--- src/rtl/ov7670_frame_writer_pkg.sv ---
// ov7670_frame_writer_pkg: shared frame geometry, writer FSM encoding and RGB565->RGB444 pack.
package ov7670_frame_writer_pkg;
    localparam int DEF_H_ACTIVE = 640;
    localparam int DEF_V_ACTIVE = 480;
    localparam int DEF_ADDR_W   = 19;
    localparam int FRAME_PIXELS = DEF_H_ACTIVE * DEF_V_ACTIVE;

    typedef enum logic [1:0] {SYNC, BLANK, ACTIVE} fw_state_e;

    // hi = R4..R0 G5..G3, lo = G2..G0 B4..B0; keep the top 4 bits of each channel
    function automatic logic [11:0] rgb565_to_rgb444(input logic [7:0] hi, input logic [7:0] lo);
        return {hi[7:4], hi[2:0], lo[7], lo[4:1]};
    endfunction
endpackage

--- src/rtl/ov7670_frame_writer_packer.sv ---
// ov7670_byte_packer: pairs camera bytes into one RGB444 pixel; clear_i drops any half pixel.
module ov7670_byte_packer
    import ov7670_frame_writer_pkg::*;
(
    input  logic        CLK25,
    input  logic        reset,
    input  logic        clear_i,
    input  logic        accept_i,
    input  logic [7:0]  din_i,
    output logic        pixel_valid_o,
    output logic [11:0] pixel_o
);
    logic       phase_q, phase_d;
    logic [7:0] hi_q, hi_d;

    always_comb begin
        phase_d = clear_i ? 1'b0 : (accept_i ? ~phase_q : phase_q);
        hi_d    = (accept_i && !clear_i && !phase_q) ? din_i : hi_q;
    end

    always_ff @(posedge CLK25) begin
        if (reset) begin
            phase_q <= 1'b0;
            hi_q    <= 8'd0;
        end else begin
            phase_q <= phase_d;
            hi_q    <= hi_d;
        end
    end

    assign pixel_valid_o = accept_i & phase_q & ~clear_i;
    assign pixel_o       = rgb565_to_rgb444(hi_q, din_i);
endmodule

--- src/rtl/ov7670_frame_writer.sv ---
// ov7670_frame_writer: frame-sync FSM, line/column addressing and the frame-buffer write port.
module ov7670_frame_writer
    import ov7670_frame_writer_pkg::*;
#(
    parameter int H_ACTIVE = DEF_H_ACTIVE,
    parameter int V_ACTIVE = DEF_V_ACTIVE,
    parameter int ADDR_W   = DEF_ADDR_W
) (
    input  logic              CLK25,
    input  logic              reset,
    input  logic              capture_en_i,
    input  logic              vsync_i,
    input  logic              href_i,
    input  logic              byte_valid_i,
    input  logic [7:0]        din_i,
    output logic              wr_en_o,
    output logic [ADDR_W-1:0] wr_addr_o,
    output logic [11:0]       wr_data_o,
    output logic              frame_done_o,
    output logic [9:0]        line_count_o,
    output logic              err_short_line_o
);
    localparam int COL_W = $clog2(H_ACTIVE + 1);

    fw_state_e         state_q, state_d;
    logic              vsync_q, href_q;
    logic [COL_W-1:0]  col_q, col_d;
    logic [ADDR_W-1:0] base_q, base_d;
    logic [9:0]        lc_q, lc_d;
    logic              over_q, over_d;
    logic              err_q, err_d;
    logic              done_q, done_d;
    logic              wr_en_q, wr_en_d;
    logic [ADDR_W-1:0] wr_addr_q, wr_addr_d;
    logic [11:0]       wr_data_q, wr_data_d;
    logic              fs, fe, ls, le, active, accept, pix_valid, line_ok;
    logic [11:0]       pixel;

    assign fs     = vsync_q & ~vsync_i;
    assign fe     = ~vsync_q & vsync_i;
    assign ls     = ~href_q & href_i;
    assign le     = href_q & ~href_i;
    assign active = (state_q == ACTIVE);
    assign accept = active & ~fe & href_i & byte_valid_i;
    // over_q marks lines past V_ACTIVE, which the saturated line count cannot distinguish
    assign line_ok = (lc_q != 10'd0) & ~over_q;

    ov7670_byte_packer u_packer (
        .CLK25         (CLK25),
        .reset         (reset),
        .clear_i       (~active | fe | ~href_i),
        .accept_i      (accept),
        .din_i         (din_i),
        .pixel_valid_o (pix_valid),
        .pixel_o       (pixel)
    );

    always_comb begin
        state_d   = state_q;
        col_d     = col_q;
        base_d    = base_q;
        lc_d      = lc_q;
        over_d    = over_q;
        err_d     = err_q;
        done_d    = 1'b0;
        wr_en_d   = 1'b0;
        wr_addr_d = wr_addr_q;
        wr_data_d = wr_data_q;
        case (state_q)
            SYNC:  state_d = vsync_i ? BLANK : SYNC;
            BLANK: begin
                if (fs && capture_en_i) begin
                    state_d = ACTIVE;
                    col_d   = '0;
                    base_d  = '0;
                    lc_d    = '0;
                    over_d  = 1'b0;
                    err_d   = 1'b0;
                end
            end
            ACTIVE: begin
                if (fe) begin
                    done_d  = 1'b1;
                    state_d = BLANK;
                end else begin
                    if (ls) begin
                        over_d = over_q | (lc_q == 10'(V_ACTIVE));
                        lc_d   = (lc_q == 10'(V_ACTIVE)) ? lc_q : lc_q + 10'd1;
                    end
                    if (pix_valid) begin
                        if (line_ok && col_q < COL_W'(H_ACTIVE)) begin
                            wr_en_d   = 1'b1;
                            wr_addr_d = base_q + ADDR_W'(col_q);
                            wr_data_d = pixel;
                        end
                        col_d = (col_q < COL_W'(H_ACTIVE)) ? col_q + COL_W'(1) : col_q;
                    end
                    if (le) begin
                        if (line_ok) begin
                            err_d  = err_q | (col_q < COL_W'(H_ACTIVE));
                            base_d = (lc_q < 10'(V_ACTIVE)) ? base_q + ADDR_W'(H_ACTIVE) : base_q;
                        end
                        col_d = '0;
                    end
                end
            end
            default: state_d = SYNC;
        endcase
    end

    always_ff @(posedge CLK25) begin
        if (reset) begin
            state_q   <= SYNC;
            vsync_q   <= 1'b1;
            href_q    <= 1'b0;
            col_q     <= '0;
            base_q    <= '0;
            lc_q      <= '0;
            over_q    <= 1'b0;
            err_q     <= 1'b0;
            done_q    <= 1'b0;
            wr_en_q   <= 1'b0;
            wr_addr_q <= '0;
            wr_data_q <= '0;
        end else begin
            state_q   <= state_d;
            vsync_q   <= vsync_i;
            href_q    <= href_i;
            col_q     <= col_d;
            base_q    <= base_d;
            lc_q      <= lc_d;
            over_q    <= over_d;
            err_q     <= err_d;
            done_q    <= done_d;
            wr_en_q   <= wr_en_d;
            wr_addr_q <= wr_addr_d;
            wr_data_q <= wr_data_d;
        end
    end

    assign wr_en_o          = wr_en_q;
    assign wr_addr_o        = wr_addr_q;
    assign wr_data_o        = wr_data_q;
    assign frame_done_o     = done_q;
    assign line_count_o     = lc_q;
    assign err_short_line_o = err_q;
endmodule

--- config.mk ---
export PLATFORM = sky130hd
export DESIGN_NAME = ov7670_frame_writer
export DESIGN_NICKNAME = d
export VERILOG_FILES = /design/src/rtl/ov7670_frame_writer_pkg.sv /design/src/rtl/ov7670_frame_writer_packer.sv /design/src/rtl/ov7670_frame_writer.sv
export SDC_FILE = /design/constraint.sdc
export NUM_CORES = 1
export LEC_CHECK = 0
export CORE_ASPECT_RATIO = 2
export CORE_MARGIN = 4
export CORE_UTILIZATION = 37
export DETAILED_ROUTE_END_ITERATION = 6
export MAX_ROUTING_LAYER = met4
export PLACE_DENSITY = 0.58
export SYNTH_ARGS = -nofsm -noshare
export SYNTH_HDL_FRONTEND = slang
export SYNTH_SLANG_ARGS = --single-unit
--- constraint.sdc ---
create_clock -name CLK25 -period 4.58 [get_ports CLK25]
set_input_delay 0.687 -clock CLK25 [delete_from_list [all_inputs] [get_ports CLK25]]
set_output_delay 0.687 -clock CLK25 [all_outputs]
set_load 0.01 [all_outputs]
==> results.md <==
* Setup TNS at 0 ns
* Kind of cell with the highest combined delay on the critical path: simple AND/OR/NAND/NOR gates
* CP startpoint: vsync_i
* Hold Fails Final Rpt at 0
* FMAX at 371.5 MHz
* Slew at the pin closest to its max-slew limit at 0.9729 ns
* CP max stage cell: nand3_1
* P per Cell Area at 374.6 nW/um^2
* Setup repair bufs after CTS at 0
* Synthesis Warnings at 0
* CTS Hold Bufs at 0
* Die W at 78.56 um
* Syn_nets at 474
* Max incr delay on CP at 0.71 ns
* Gr usage total at 0.1631
* Overall power at 1.738 mW
* Fillers at 986
* Largest net degree at the start of global routing at 54
* Sequential area share after synthesis at 0.4293
* Core ar. at 9763 um^2
* Die Ht at 149.1 um
* Reg2reg setup slack at 1.92 ns
* Max-Cap Viols at 0
* Fin nets at 519
* Period utilisation layout at 0.5877
* Main synth FF type: dfxtp_1
* PostCTS Resize Cnt at 0
* Gate Count Post-Synth at 449
* Final Cell Area at 4641 um^2
* Sink Count at 79
* Post-DP HPWL at 6488 um
* Synthesis-to-layout area growth at 25.99%
* Worst path cell trace: clkdlybuf4s50_1 > nor2b_2 > nor3_2 > nand3_1 > a21oi_1 > nor3_1
* Num rows at 51
* Synth Cell Area at 3684 um^2
* Ys async rst share at 0
* Pre-antenna DRT Iters at 4
* Port Buffers at 57
* RR Endpoint: wr_addr_o[15]$_SDFFE_PP0P_
* Syn_area_per_cell at 8.204 um^2
* Fraction of layout cells with a size suffix above 1 at 0.05411
* Lkg Pwr at 1.643 nW
* Unrepaired setup endpoints after global routing: no
* Critical path buffers and inverters at 1
* Number of H-tree levels at 3
* Routed wire per std cell at 13.98 um
* Crit path DAT at 2.87 ns
* DP Area at 4317 um^2
* Gpl congestion at 0.7944
* Vias in the first global route at 3090
* Setup Viol. Count Final at 0
* Post-route DRC at 0
* Slew HR at 0.3496
* CP Capture Point: wr_addr_o[15]$_SDFFE_PP0P_
* Area of the multi-input gates at 1959 um^2
* Clock buffer depth at 2
* Die area at 11710 um^2
* Setup CP Type: in -> reg
* Post-synth EDFFs at 0
* Initial antenna violation count at 0
* Num CTS Buffers at 9
* Storage cell area at 1582 um^2
* Clk_lat worst skew at 0.33 ns
* First-pass GRT wire length at 14810 um
* Worst Skew at 0.007368 ns
* CP required at 4.75 ns
* Min Tclk post-route at 2.692 ns
* Commonest non-fill, non-tap cell in the layout: dfxtp_1
* Clk root buf: clkbuf_16
* Ant diodes at 0
* Vias after detailed routing at 3248
* Worst setup SP type: input port
* DR vias/cell at 5.147
* Most frequent cells in the layout: dfxtp_1 (79), nand2_1 (75), clkdlybuf4s50_1 (56)
* Congestion Overflow GR at 0
* Worst hold-check path type: reg -> reg
* Initial core utilization at 0.3773
* Outcome: completed
* Maximum VDD drop at 0.1989 mV
* FF-to-FF path depth at 7
* Register bit total from synthesis at 79
* Worst path depth at 6
* Hold slack final at 0.4506 ns
* Drt initial violations at 127
* ANT nets after route at 0
* IO Pins at 58
* FF-to-FF Start: state_q[0]$_SDFFE_PP0P_
* CTS tree: done
* Max Slew Vio Count at 0
* CP endpoint kind: flip-flop
* Routed Wire Length at 8819 um
* Hold path cells at 2
* Post-synth cell types at 53
* Clock transition at the registers of the reported paths at 0.06 ns
* Crit Path Max Fanout at 25
* Util after Layout at 0.4753
-- layout make-up --
cell class | count | share of cell area
clock buffer | 11 | 0.05231
timing repair buffer | 58 | 0.1235
clock inverter | 5 | 0.01752
multi-input combinational | 336 | 0.4222
tap | 132 | 0.03559
inverter | 10 | 0.008088
sequential | 79 | 0.3408
-- per-stage QoR --
stage / setup slack (ns) / std cells
final: 1.888 / 631
after global placement: 1.600 / 615
after CTS: 1.854 / 631
after detailed placement: 1.526 / 615
after floorplan: 2.528 / 449
after global routing: 1.622 / 631
-- metal layers --
metal / track usage / vias to the layer above / routed length (um)
met4: 0.07180 / 0 / 221
met3: 0.02842 / 16 / 294
met2: 0.2858 / 56 / 4730
li1: - / 1681 / -
met5: - / - / 0
met1: 0.1779 / 1495 / 3572
-- worst min-delay path by stage --
stage,startpoint,endpoint,slack [ns]
2_1_floorplan,u_packer.hi_q[6]$_SDFFE_PP0P_,wr_data_o[10]$_SDFFE_PP0P_,0.43
3_3_place_gp,u_packer.hi_q[6]$_SDFFE_PP0P_,wr_data_o[10]$_SDFFE_PP0P_,0.44
3_5_place_dp,u_packer.hi_q[5]$_SDFFE_PP0P_,wr_data_o[9]$_SDFFE_PP0P_,0.44
4_1_cts,u_packer.hi_q[5]$_SDFFE_PP0P_,wr_data_o[9]$_SDFFE_PP0P_,0.45
5_1_grt,u_packer.hi_q[2]$_SDFFE_PP0P_,wr_data_o[7]$_SDFFE_PP0P_,0.47
6_report,wr_data_o[6]$_SDFFE_PP0P_,wr_data_o[6]$_SDFFE_PP0P_,0.45
-- sequential cells by signal, summed over array words and instances (netlist names) --
name	flops
wr_en_o	1
u_packer.phase_q	1
base_q	12
state_q	2
col_q	10
err_short_line_o	1
vsync_q	1
over_q	1
line_count_o	10
wr_addr_o	19
frame_done_o	1
u_packer.hi_q	7
wr_data_o	12
href_q	1
-- worst reg2reg max path, stage by stage (launching register included) --
cell and delay [ns]:
dfxtp_1 0.35, inv_1 0.09, ha_1 0.45, inv_2 0.17
nor3_2 0.27, nand3_1 0.71, a21oi_1 0.39, nor3_1 0.08
-- cells in the mapped netlist (all sizes together) (2+ instances only) --
cell type | number | area (um^2)
xnor2 | 7 | 61.31
nand2 | 75 | 281.5
a21o | 9 | 67.56
nand2b | 5 | 31.28
nor2 | 31 | 116.4
a21oi | 52 | 260.3
buf | 11 | 61.30
clkbuf | 13 | 48.80
and3 | 7 | 48.80
nor4 | 3 | 18.77
mux2i | 3 | 30.03
xor2 | 8 | 70.07
a22oi | 2 | 15.01
nand3b | 2 | 15.01
a31oi | 3 | 18.77
nand3 | 19 | 95.09
or3 | 6 | 37.54
nor3 | 10 | 55.05
o31ai | 10 | 75.07
and2 | 5 | 31.28
or2 | 3 | 18.77
nor2b | 4 | 27.53
nand4 | 8 | 56.30
a211oi | 10 | 75.07
o41ai | 2 | 17.52
or4 | 7 | 52.55
dfxtp | 79 | 1582
ha | 11 | 137.6
inv | 10 | 37.53
o21ai | 15 | 75.07
o211ai | 3 | 22.52
a211o | 4 | 35.03
-- power breakdown --
group	switching (mW)	internal, mW
combinational	0.175	0.0834
sequential	0.0120	0.700
clock	0.276	0.492
-- kinds of logic (layout without fill, tap and decap cells) --
group / count (synthesis) / in the layout / share of synthesized area
xor gates and xnor gates: 15 / 15 / 0.03567
muxes: 3 / 3 / 0.008152
AOI/OAI and AO/OA: 119 / 119 / 0.2014
adders and majority gates: 11 / 11 / 0.03736
buffers and inverters: 34 / 84 / 0.04008
and+or+nand+nor: 188 / 188 / 0.2480
DFF: 79 / 79 / 0.4293
No activity file was read; power rests on OpenSTA's default activity.
